--- src/rtl/count_extender.sv ---
// Extends a 4-bit up/down counter with an EXT_W-bit wrap count by watching its steps.
// Optional step checking with sticky error and ERROR state: define STEP_CHECK_EN.
module count_extender #(
    parameter int EXT_W = 8,
    parameter int CNT_W = 4
) (
    input  logic                   clock,
    input  logic                   rst,
    input  logic                   load,
    input  logic                   mode,
    input  logic [CNT_W-1:0]       cnt_in,
    input  logic                   clr_err,
    output logic [EXT_W+CNT_W-1:0] ext_cnt,
    output logic                   wrap_up,
    output logic                   wrap_dn,
    output logic                   step_err
);

`ifdef STEP_CHECK_EN
    typedef enum logic [1:0] {IDLE = 2'd0, TRACK = 2'd1, ERROR = 2'd2} state_t;
`else
    typedef enum logic [1:0] {IDLE = 2'd0, TRACK = 2'd1} state_t;
`endif

    state_t           state;
    logic [CNT_W-1:0] prev_cnt;
    logic             mode_q;
    logic [EXT_W-1:0] ext_hi;
    logic [CNT_W-1:0] step_exp;
    logic             step_ok;

    // The expected step uses the direction sampled on the previous edge.
    assign step_exp = mode_q ? prev_cnt + CNT_W'(1) : prev_cnt - CNT_W'(1);
    assign step_ok  = (cnt_in == step_exp);
    assign ext_cnt  = {ext_hi, prev_cnt};

`ifndef STEP_CHECK_EN
    logic unused_clr_err;
    assign unused_clr_err = clr_err;
    assign step_err       = 1'b0;
`endif

    always_ff @(posedge clock) begin
        if (rst) begin
            state    <= IDLE;
            prev_cnt <= '0;
            mode_q   <= 1'b0;
            ext_hi   <= '0;
            wrap_up  <= 1'b0;
            wrap_dn  <= 1'b0;
`ifdef STEP_CHECK_EN
            step_err <= 1'b0;
`endif
        end else begin
            wrap_up <= 1'b0;
            wrap_dn <= 1'b0;
`ifdef STEP_CHECK_EN
            if (clr_err) begin
                step_err <= 1'b0;
                state    <= IDLE;
                if (load) begin
                    ext_hi <= '0;
                end
            end else begin
`endif
            case (state)
                IDLE: begin
                    if (load) begin
                        ext_hi <= '0;
                    end else begin
                        prev_cnt <= cnt_in;
                        mode_q   <= mode;
                        state    <= TRACK;
                    end
                end
                TRACK: begin
                    if (load) begin
                        ext_hi <= '0;
                        state  <= IDLE;
                    end else if (step_ok) begin
                        prev_cnt <= cnt_in;
                        mode_q   <= mode;
                        if (mode_q && (prev_cnt == '1)) begin
                            ext_hi  <= ext_hi + EXT_W'(1);
                            wrap_up <= 1'b1;
                        end else if (!mode_q && (prev_cnt == '0)) begin
                            ext_hi  <= ext_hi - EXT_W'(1);
                            wrap_dn <= 1'b1;
                        end
                    end else begin
`ifdef STEP_CHECK_EN
                        step_err <= 1'b1;
                        state    <= ERROR;
`else
                        prev_cnt <= cnt_in;
                        mode_q   <= mode;
`endif
                    end
                end
`ifdef STEP_CHECK_EN
                ERROR: begin
                    state <= ERROR;
                end
`endif
                default: state <= IDLE;
            endcase
`ifdef STEP_CHECK_EN
            end
`endif
        end
    end

endmodule

--- config.mk ---
export PLATFORM = sky130hd
export DESIGN_NAME = count_extender
export DESIGN_NICKNAME = d
export VERILOG_FILES = /design/src/rtl/count_extender.sv
export SDC_FILE = /design/constraint.sdc
export NUM_CORES = 1
export LEC_CHECK = 0
export BUFFER_PORTS_ARGS = -buffer_cell sky130_fd_sc_hd__buf_2
export CELL_PAD_IN_SITES_DETAIL_PLACEMENT = 1
export CELL_PAD_IN_SITES_GLOBAL_PLACEMENT = 2
export CORE_UTILIZATION = 29
export CTS_CLUSTER_SIZE = 8
export DETAILED_ROUTE_END_ITERATION = 7
export PLACE_DENSITY = 0.86
export SYNTH_ARGS = -nofsm -noshare
export SYNTH_HDL_FRONTEND = slang
export SYNTH_SLANG_ARGS = --single-unit
--- constraint.sdc ---
create_clock -name clock -period 2.4 [get_ports clock]
set_clock_uncertainty 0.2 [all_clocks]
set_input_delay 0.48 -clock clock [delete_from_list [all_inputs] [get_ports clock]]
set_output_delay 0.48 -clock clock [all_outputs]
set_load 0.005 [all_outputs]
== Word level (Yosys, flattened, before mapping) ==
Index checks and enable logic that the tools add are counted.

* Word-level logic and storage cells: 45
* Output and inout bits: 15
* Flip-flop bits (word level): 17

* Bitwise logic cells: 3
* Equality and inequality tests: 8
* Reductions and logical operators: 12
* Muxes and demuxes: 12
* Add/subtract/negate cells: 4

{| class="wikitable"
|+ Operators by type and width
! operator !! number
|-
| two-way mux 8 bit || 5
|-
| one-hot mux 8 bit (2 select lines) || 1
|-
| adder 8 x 1 -> 8 bit, second input constant || 1
|-
| subtractor 8 x 1 -> 8 bit, second input constant || 1
|-
| inequality test 2 bit, second input constant || 3
|-
| OR reduction 5 bit || 1
|-
| adder 4 x 1 -> 4 bit, second input constant || 1
|-
| equality test 4 bit || 1
|-
| equality test 4 bit, second input constant || 1
|-
| logical NOT 4 bit || 1
|-
| two-way mux 2 bit || 2
|-
| two-way mux 4 bit || 1
|-
| inequality test 4 bit, second input constant || 1
|-
| one-hot mux 2 bit (2 select lines) || 1
|-
| AND reduction 2 bit || 2
|-
| AND reduction 4 bit || 1
|-
| OR reduction 4 bit || 1
|-
| subtractor 4 x 1 -> 4 bit, second input constant || 1
|-
| inequality test 3 bit, second input constant || 1
|-
| NOT 1 bit || 3
|-
| equality test 2 x 1 -> 1 bit, second input constant || 1
|-
| logical AND 1 bit || 2
|-
| logical NOT 2 bit || 1
|-
| two-way mux 1 bit || 2
|-
| 3 further kinds || 3
|}

== Longest topological paths before layout ==
Gate-level depths: netlist of the first run.

* Depth after elaboration: 7
* Gate-level depth with buffers: 9
* Gate-level depth less buffers: 9

== Worst setup path after synthesis of the first run ==
No wires, ideal clock.

* Path kind: reg2reg
* From: register prev_cnt[0]
* To: register ext_hi[7]
* Period minus slack after synthesis: 2.389 ns
* Setup slack: 0.011 ns
* Data arrival time: 2.127 ns
* Required time: 2.138 ns
* Library setup time: 0.062 ns
* Stages on the path, launching flop included: 9
* Cell sequence: dfxtp_1 and3_1 nand3_2 ha_1 a21oi_1 o2111ai_1 and3_1 or3_1 nand3_1

* Word-level cells in the longest chain between the ends: 6
* Elaborated cells between the ends (all ways): 15

{| class="wikitable"
|+ Ends and longest elaborated chain
! element !! RTL line !! RTL
|-
| start: declaration || 26 || <nowiki>logic [CNT_W-1:0] prev_cnt;</nowiki>
|-
| start signal: assignment || 71 || <nowiki>prev_cnt <= cnt_in;</nowiki>
|-
| start signal: assignment || 81 || <nowiki>prev_cnt <= cnt_in;</nowiki>
|-
| start signal: assignment || 95 || <nowiki>prev_cnt <= cnt_in;</nowiki>
|-
| branches (longest 6 deep; another with subtractor 4 x 1 -> 4 bit) || -- ||
|-
| end signal: assignment || 84 || <nowiki>ext_hi <= ext_hi + EXT_W'(1);</nowiki>
|-
| end signal: assignment || 87 || <nowiki>ext_hi <= ext_hi - EXT_W'(1);</nowiki>
|-
| end: declaration || 28 || <nowiki>logic [EXT_W-1:0] ext_hi;</nowiki>
|}

Several ways; the timed one is not identified. The select of a mux whose other input is x is not followed.
A chain may end at the register's enable or synchronous reset.

== Final worst setup path of the first run ==
Same ends and word-level chain as after synthesis.

==> run summary, run 1 <==
Die Width - 64.90 µm
R2R setup slack - 20 ps
Total GRT Usage - 16.80%
1st-iter DRT viols - 28
crit path capture type - flop
reg-to-reg endpoint - ext_hi[7]
DR vias/cell - 5.130
wire length per cell - 15.71 µm
diode count - 0
area of the die - 4212 µm²
Worst-path clk slew - 70 ps
Worst Reg2Reg Path Length in Cells - 8
FMAX - 421.0 MHz
status - finished clean
pre-CTS WS - -111.7 ps
largest net degree at the start of global routing - 10
commonest non-fill, non-tap cell in the layout - buf_2
Ys Warns - 0
LEAKAGE - 0.7177 nW
most frequent cells in the layout - buf_2, buf_4, dfxtp_1
Reg area - 324.1 µm²
dpl hpwl - 2.447 mm
slowest CP cell - dfxtp_2
nets@finish - 189
synthesized area per cell - 8.894 µm²
Multi-input gate area - 882.1 µm²
VDD IR max - 0.0002347 V
Clock Path Buffers - 2
residual DRC count - 0
CTS tree - done
Seq cells post-synth - 16
gr ovfl total - 0
Power Dens Cells - 674.7 nW/µm²
mapped cell area - 1147 µm²
hold_sp - mode
Gate Count Post-Synth - 129
RSZ-0062 raised after global routing - true
Crit path arrival time - 2370 ps
Final Cycle Share - 98.98%
Initial Util - 30.88%
Inserted Clock Buffers - 3
area growth from synthesis to layout - 40.02%
Worst Hold Class - in2reg
initial antenna violation count - 0
first-pass GRT wire length - 5.375 mm
Sink Count - 16
CP startpoint kind - flop
fill count - 449
slowest stage delay, CP - 400 ps
Hold Path Stages - 3
worst setup margin - 24.47 ps
final hold vios - 0
Port Buffer Count - 21
GPL Wtd Cong - 0.8232
Ports - 24
H-tree depth - 1
DRT antenna net count - 0
Required @ worst endpoint - 2390 ps
crit path time final - 2376 ps
register area share after synthesis - 27.92%
Placement Rows - 22
Slew Viols, Final - 0
Core ar. - 3716 µm²
Reg-to-Reg Start - prev_cnt[0]
maxcap violations - 0
final setup fails - 0
Net Count, Synth - 149
total wire length - 3.393 mm
Die Ht - 64.90 µm
Synth cell types - 40
Worst-Skew Late Latency - 250 ps
final core utilization - 43.23%
CP Cell Sequence - and3_4 > nand3_4 > ha_4 > nor3_2 > o2111ai_2 > and3_1 > or3_1 > nand3_1
Pre-antenna DRT Iters - 4
vias in the first global route - 1161
root buffer cell - clkbuf_8
hold path endpoint - mode_q
Via Count - 1108
share of layout cells above drive strength 1 - 42.26%
Final TNS setup - 0 ps
Max FO, Critical Path - 8
kind of critical path - reg2reg
## metal layers
metal	vias up	share of wire (%)	track usage, %
met5	-	0	0
met4	0	1.0	5.833
met3	2	1.5	2.113
met2	13	49	29.95
met1	554	48	20.43
li1	539	-	-
## flip-flops by register name, indices dropped and copies added, names as in the netlist
signal	count
ext_hi	8
mode_q	1
prev_cnt	4
state	1
wrap_dn	1
wrap_up	1
## through the flow
step                      hold slack (ps)  instances  power [mW]  cell area [µm²]
after floorplan                     271.2        129      0.6215             1147
after global placement              261.5        209      0.7226             1399
after detailed placement            273.2        209      0.7432             1399
after CTS                           281.0        213       1.006             1473
after global routing                291.7        216       1.153             1607
final                               273.8        216       1.084             1607
## cells in the mapped netlist
library cell / count / area share [%]
a211o_1: 1 / 0.76
a211oi_1: 2 / 1.3
a21boi_1: 1 / 0.65
a21o_2: 1 / 0.76
a21oi_1: 4 / 1.7
a31oi_1: 1 / 0.55
and3_1: 2 / 1.1
buf_4: 1 / 0.65
buf_6: 1 / 0.98
clkbuf_1: 2 / 0.65
clkinv_1: 1 / 0.33
conb_1: 1 / 0.33
dfxtp_1: 16 / 28
fa_1: 2 / 3.5
ha_1: 9 / 9.8
inv_1: 9 / 2.9
inv_2: 2 / 0.65
mux2i_1: 9 / 7.9
nand2_1: 10 / 3.3
nand2b_1: 1 / 0.55
nand3_1: 7 / 3.1
nand3_2: 1 / 0.87
nand3b_1: 1 / 0.65
nor2_1: 10 / 3.3
nor3_1: 4 / 1.7
nor3b_1: 1 / 0.65
nor4_2: 1 / 1.1
o2111a_1: 1 / 0.98
o2111ai_1: 6 / 4.6
o211ai_1: 1 / 0.65
o21a_1: 1 / 0.65
o21ai_0: 3 / 1.3
o21ai_1: 1 / 0.44
o21bai_1: 1 / 0.65
o31ai_2: 3 / 3.3
or3_1: 2 / 1.1
xnor2_1: 3 / 2.3
xnor2_2: 1 / 1.4
xnor3_1: 1 / 2.0
xor2_1: 4 / 3.1
## where the power goes
group | internal (mW) | total, mW | switching, mW
Clock | 0.146 | 0.248 | 0.102
Sequential | 0.295 | 0.331 | 0.0362
Combinational | 0.245 | 0.505 | 0.260
## cells by family (layout without fill, tap and decap cells)
kind of cell / after synthesis / after routing / share of synthesized area [%]
XOR/XNOR: 9 / 9 / 8.724
AND/OR/NAND/NOR: 40 / 40 / 17.34
multiplexers: 9 / 9 / 7.852
other: 1 / 1 / 0.3268
flip-flops: 16 / 16 / 27.92
adder cells (fa/ha/maj): 11 / 11 / 13.30
AO/OA/AOI/OAI: 27 / 27 / 18.32
buffers and inverters: 16 / 55 / 6.216
## repair_timing
item                       CTS  global route
pin swaps                    0             6
setup endpoints to repair    5             8
hold buffers                 0             0
setup buffers                0             3
resized for setup            5            18
## critical path: cells and delay by family (launching register included)
family / cells / cell delay (ps)
flops: 1 / 400
compound gates: 1 / 160
simple gates: 6 / 1310
fa+ha+maj: 1 / 250
## cell type report
| type | count | area share, % |
|---|---|---|
| Inverter | 12 | 2.804 |
| Timing Repair Buffer | 39 | 14.95 |
| Sequential cell | 16 | 20.17 |
| Tap cell | 48 | 3.738 |
| Clock buffer | 4 | 3.427 |
| Multi-Input combinational cell | 97 | 54.91 |
## how the worst max path moves through the flow
stage | slack, ps | start | endpoint
final | 20 | prev_cnt[0] | ext_hi[7]
after global routing | -50 | prev_cnt[0] | ext_hi[7]
after CTS | 5 | prev_cnt[0] | ext_hi[7]
after detailed placement | -110 | prev_cnt[0] | ext_hi[6]
after global placement | -60 | prev_cnt[0] | ext_hi[7]
after floorplan | 10 | prev_cnt[0] | ext_hi[7]
(Power assumes the default switching activity.)
==> run 2: changes to the inputs <==
- PLACE_DENSITY: 0.86 -> 0.71
==> run 2 against run 1 <==
Effect of this change: sequential power is 2% lower; critical path depth stayed put; maximum frequency is 1.3% higher; sequential cell count stayed put; power is 0.11% lower; combinational power hardly changed; worst setup slack better by 29 ps; count of clock-buffer cells in the layout stayed put.
==> run summary, run 2 (same netlist as run 1, synthesis figures left out) <==
1st-iter DRT viols - 39 (was 28)
Crit path arrival time - 2350 ps (was 2370 ps)
Worst Setup EP - ext_hi[7] (unchanged)
Die Width - 64.90 µm (unchanged)
largest net degree at the start of global routing - 10 (unchanged)
Final Cycle Share - 97.76% (was 98.98%)
diode count - 0 (unchanged)
final hold vios - 0 (unchanged)
most frequent cells in the layout - buf_4, buf_2, dfxtp_1 (was buf_2, buf_4, dfxtp_1)
Via Count - 1105 (was 1108)
DR vias/cell - 4.955 (was 5.130)
total wire length - 3.248 mm (was 3.393 mm)
top cell family by delay on the critical path - simple AND/OR/NAND/NOR gates (unchanged)
Worst-Skew Late Latency - 260 ps (was 250 ps)
initial antenna violation count - 0 (unchanged)
fill count - 460 (was 449)
Worst Hold Class - in2reg (unchanged)
max reg flops - 8 (unchanged)
dpl hpwl - 2.452 mm (was 2.447 mm)
Largest regs - ext_hi (8), prev_cnt (4) (unchanged)
Critical Path Source - prev_cnt[0] (unchanged)
residual DRC count - 0 (unchanged)
Max FO, Critical Path - 7 (was 8)
Core ar. - 3716 µm² (unchanged)
FMAX - 426.2 MHz (was 421.0 MHz)
root buffer cell - clkbuf_8 (unchanged)
share of layout cells above drive strength 1 - 42.29% (was 42.26%)
area post-placement - 1459 µm² (was 1399 µm²)
CP Cell Sequence - and3_4 > nand3_4 > ha_1 > a21oi_1 > o2111ai_2 > and3_1 > or3_1 > nand3_1 (was and3_4 > nand3_4 > ha_4 > nor3_2 > o2111ai_2 > and3_1 > or3_1 > nand3_1)
Reg area - 324.1 µm² (unchanged)
Port Buffer Count - 21 (unchanged)
Die Ht - 64.90 µm (unchanged)
Sink Count - 16 (unchanged)
final setup fails - 0 (unchanged)
VDD IR max - 0.0003462 V (was 0.0002347 V)
Ports - 24 (unchanged)
nets@finish - 196 (was 189)
Initial Util - 30.88% (unchanged)
slowest CP cell - dfxtp_2 (unchanged)
Pre-antenna DRT Iters - 5 (was 4)
area of the die - 4212 µm² (unchanged)
vias in the first global route - 1143 (was 1161)
Power Dens Cells - 670.3 nW/µm² (was 674.7 nW/µm²)
Multi-input gate area - 834.6 µm² (was 882.1 µm²)
reg-to-reg endpoint - ext_hi[7] (unchanged)
Final TNS setup - 0 ps (unchanged)
RSZ-0062 raised after global routing - true (unchanged)
Worst-path clk slew - 80 ps (was 70 ps)
commonest non-fill, non-tap cell in the layout - buf_4 (was buf_2)
final core utilization - 43.47% (was 43.23%)
LEAKAGE - 0.7417 nW (was 0.7177 nW)
CP startpoint kind - flop (unchanged)
Inserted Clock Buffers - 3 (unchanged)
Worst Reg2Reg Path Length in Cells - 8 (unchanged)
maxcap violations - 0 (unchanged)
area growth from synthesis to layout - 40.79% (was 40.02%)
Total GRT Usage - 16.40% (was 16.80%)
GPL Wtd Cong - 0.8077 (was 0.8232)
R2R setup slack - 50 ps (was 20 ps)
Reg-to-Reg Start - prev_cnt[0] (unchanged)
hold_sp - mode (unchanged)
crit path time final - 2346 ps (was 2376 ps)
Crit. path cell count - 8 (unchanged)
status - finished clean (unchanged)
CTS tree - done (unchanged)
pre-CTS WS - -109.9 ps (was -111.7 ps)
Required @ worst endpoint - 2400 ps (was 2390 ps)
kind of critical path - reg2reg (unchanged)
H-tree depth - 1 (unchanged)
crit path capture type - flop (unchanged)
slowest stage delay, CP - 360 ps (was 400 ps)
WP buf/inv - 0 (unchanged)
gr ovfl total - 0 (unchanged)
largest reg by FF count - ext_hi (unchanged)
Placement Rows - 22 (unchanged)
Slew Viols, Final - 0 (unchanged)
Clock Path Buffers - 2 (unchanged)
worst hold slack - 257.0 ps (was 273.8 ps)
worst setup margin - 53.83 ps (was 24.47 ps)
wire length per cell - 14.57 µm (was 15.71 µm)
final instance area - 1615 µm² (was 1607 µm²)
first-pass GRT wire length - 5.306 mm (was 5.375 mm)
DRT antenna net count - 0 (unchanged)
==> run 2: repair_timing <==
action	CTS	global route
setup endpoints to repair	8	6
hold buffers	0	0
pin swaps	1	4
setup buffers	0	2
resized for setup	8	11
==> run 2: through the flow <==
step           instances  total power [mW]
2_1_floorplan        129            0.6215
3_3_place_gp         217            0.7578
3_5_place_dp         217            0.7763
4_1_cts              221             1.059
5_1_grt              223             1.163
6_report             223             1.083
==> run 2: worst register-to-register path: stages, from the launching register on <==
cell and delay (ps):
dfxtp_2 360, and3_4 200, nand3_4 130, ha_1 310, a21oi_1 270, o2111ai_2 190, and3_1 190, or3_1 360
nand3_1 80
==> run 2: worst min path at each step <==
stage | end | depth (start not counted) | slack, ps
floorplan | ext_hi[3] | 2 | 270
global placement | ext_hi[3] | 2 | 260
detailed placement | ext_hi[4] | 2 | 280
CTS | mode_q | 3 | 260
global route | prev_cnt[3] | 3 | 300
finish | mode_q | 3 | 260
==> run 2: metal layers <==
layer  wire, µm  global-route usage (%)  up-vias
met5          0                       0        -
met2       1498                   25.91       18
met3        104                   3.169        2
met4         18                   4.444        0
met1       1627                   22.41      532
li1           -                       -      553
==> run 2: report_power, final <==
group          internal [mW]  total, mW  switching [mW]
sequential             0.295      0.325          0.0300
clock                  0.146      0.256           0.110
combinational          0.237      0.502           0.265
total                  0.678       1.08           0.405
==> run 2: layout make-up <==
type	instances	share of cell area (%)
Inverter	12	2.789
Clock buffer	4	3.408
Tap cell	48	3.718
Timing Repair Buffer	46	18.36
Multi-Input combinational cell	97	51.67
Sequential cell	16	20.06
==> run 3: changes to the inputs <==
- RECOVER_POWER: unset -> 25
==> run 3 against run 2 <==
Effect of this change: first-iteration DRC count is the same; sequential power is essentially flat; highest routed layer unchanged; critical path depth is the same; largest cell class unchanged; count of clock-buffer cells in the layout is the same; die area is the same; sequential share of layout area is essentially flat; maximum frequency is the same; final cell count is the same; combinational power is essentially flat.
==> run summary, run 3 (same netlist as run 1, synthesis figures left out) <==
Total GRT Usage - 16.40% (unchanged)
CP startpoint kind - flop (unchanged)
1st-iter DRT viols - 39 (unchanged)
non-filler instance count after layout - 223 (unchanged)
met3 wire length - 105 µm (was 104 µm)
fill count - 460 (unchanged)
FMAX - 426.2 MHz (unchanged)
H-tree depth - 1 (unchanged)
area of the die - 4212 µm² (unchanged)
Max FO, Critical Path - 7 (unchanged)
Sink Count - 16 (unchanged)
Slew Viols, Final - 0 (unchanged)
Port Buffer Count - 21 (unchanged)
Ports - 24 (unchanged)
Final TNS setup - 0 ps (unchanged)
crit path time final - 2346 ps (unchanged)
Worst-path clk slew - 80 ps (about the same)
nets@finish - 196 (unchanged)
Worst Hold Class - in2reg (unchanged)
commonest non-fill, non-tap cell in the layout - buf_4 (unchanged)
root buffer cell - clkbuf_8 (unchanged)
VDD IR max - 0.0003462 V (about the same)
Placement Rows - 22 (unchanged)
Power Dens Cells - 670.8 nW/µm² (was 670.3 nW/µm²)
total wire length - 3.251 mm (was 3.248 mm)
area post-placement - 1459 µm² (unchanged)
Post-Place Cells - 217 (unchanged)
cts hold-fix bufs - 0 (unchanged)
Required @ worst endpoint - 2400 ps (about the same)
Via Count - 1105 (unchanged)
Final Cycle Share - 97.76% (unchanged)
final setup fails - 0 (unchanged)
pre-CTS WS - -109.9 ps (unchanged)
residual DRC count - 0 (unchanged)
highest metal used - met4 (unchanged)
maxcap violations - 0 (unchanged)
Pre-antenna DRT Iters - 5 (unchanged)
vias in the first global route - 1143 (unchanged)
GPL Wtd Cong - 0.8077 (unchanged)
Crit path arrival time - 2350 ps (about the same)
wl on met1 - 1.629 mm (was 1.627 mm)
DRT antenna net count - 0 (unchanged)
Largest regs - ext_hi (8), prev_cnt (4) (unchanged)
final hold vios - 0 (unchanged)
most frequent cells in the layout - buf_4, buf_2, dfxtp_1 (unchanged)
Core ar. - 3716 µm² (unchanged)
Die Width - 64.90 µm (unchanged)
Clock Path Buffers - 2 (unchanged)
Worst-Skew Late Latency - 260 ps (about the same)
initial antenna violation count - 0 (unchanged)
worst setup margin - 53.83 ps (unchanged)
CTS tree - done (unchanged)
share of layout cells above drive strength 1 - 41.71% (was 42.29%)
crit path capture type - flop (unchanged)
area growth from synthesis to layout - 40.68% (was 40.79%)
Inserted Clock Buffers - 3 (unchanged)
final instance area - 1614 µm² (was 1615 µm²)
largest reg by FF count - ext_hi (unchanged)
first-pass GRT wire length - 5.306 mm (unchanged)
status - finished clean (unchanged)
largest net degree at the start of global routing - 10 (unchanged)
LEAKAGE - 0.7390 nW (was 0.7417 nW)
DR vias/cell - 4.955 (unchanged)
met2 WL post-DR - 1.498 mm (unchanged)
dpl hpwl - 2.452 mm (unchanged)
wire length per cell - 14.58 µm (was 14.57 µm)
kind of critical path - reg2reg (unchanged)
Initial Util - 30.88% (unchanged)
max reg flops - 8 (unchanged)
gr ovfl total - 0 (unchanged)
diode count - 0 (unchanged)
RSZ-0062 raised after global routing - true (unchanged)
Die Ht - 64.90 µm (unchanged)
==> run 3: layout make-up <==
type	instances	area, µm²	area share (%)
repair buffers	46	295.3	18.29
multi-input cells	97	834.6	51.71
well taps	48	60.06	3.721
flip-flops and latches	16	324.1	20.08
inverters	12	45.04	2.791
clock buffers	4	55.05	3.411
==> run 3: repair_timing <==
item / CTS / global route
cloned: 0 / 0
buffers inserted: 0 / 2
pin swaps: 1 / 4
setup endpoints to repair: 8 / 6
gates resized for setup: 8 / 11
==> run 3: final timing paths <==
kind                             startpoint   endpoint  slack (ps)  depth (start not counted)
worst max-delay path            prev_cnt[0]  ext_hi[7]          50                          8
worst min-delay path                   mode     mode_q         260                          3
worst max register to register  prev_cnt[0]  ext_hi[7]          50                          8
worst min register to register    ext_hi[3]  ext_hi[3]         280                          2
==> run 3: where the power goes <==
part           switching (mW)  internal [mW]
sequential             0.0300          0.295
combinational           0.265          0.237
clock                   0.110          0.146
==> run 3: layer usage <==
layer	up-vias	GRT usage [%]
li1	553	-
met1	532	22.41
met2	18	25.91
met3	2	3.169
met4	0	4.444
met5	-	0
==> run 3: metrics by stage <==
| stage | total power [mW] | util [%] | hold slack, ps |
|---|---|---|---|
| CTS | 1.059 | 41.58 | 257.4 |
| global route | 1.163 | 43.43 | 298.9 |
| global placement | 0.7578 | 39.26 | 264.6 |
| floorplan | 0.6215 | - | 271.2 |
| detailed placement | 0.7763 | 39.26 | 275.5 |
| finish | 1.083 | 43.43 | 257.5 |
==> run 3: worst max-delay path, stage by stage, from the launching register on <==
cell       delay (ps)
dfxtp_2           360
and3_4            200
nand3_4           130
ha_1              310
a21oi_1           270
o2111ai_2         190
and3_1            190
or3_1             360
nand3_1            80
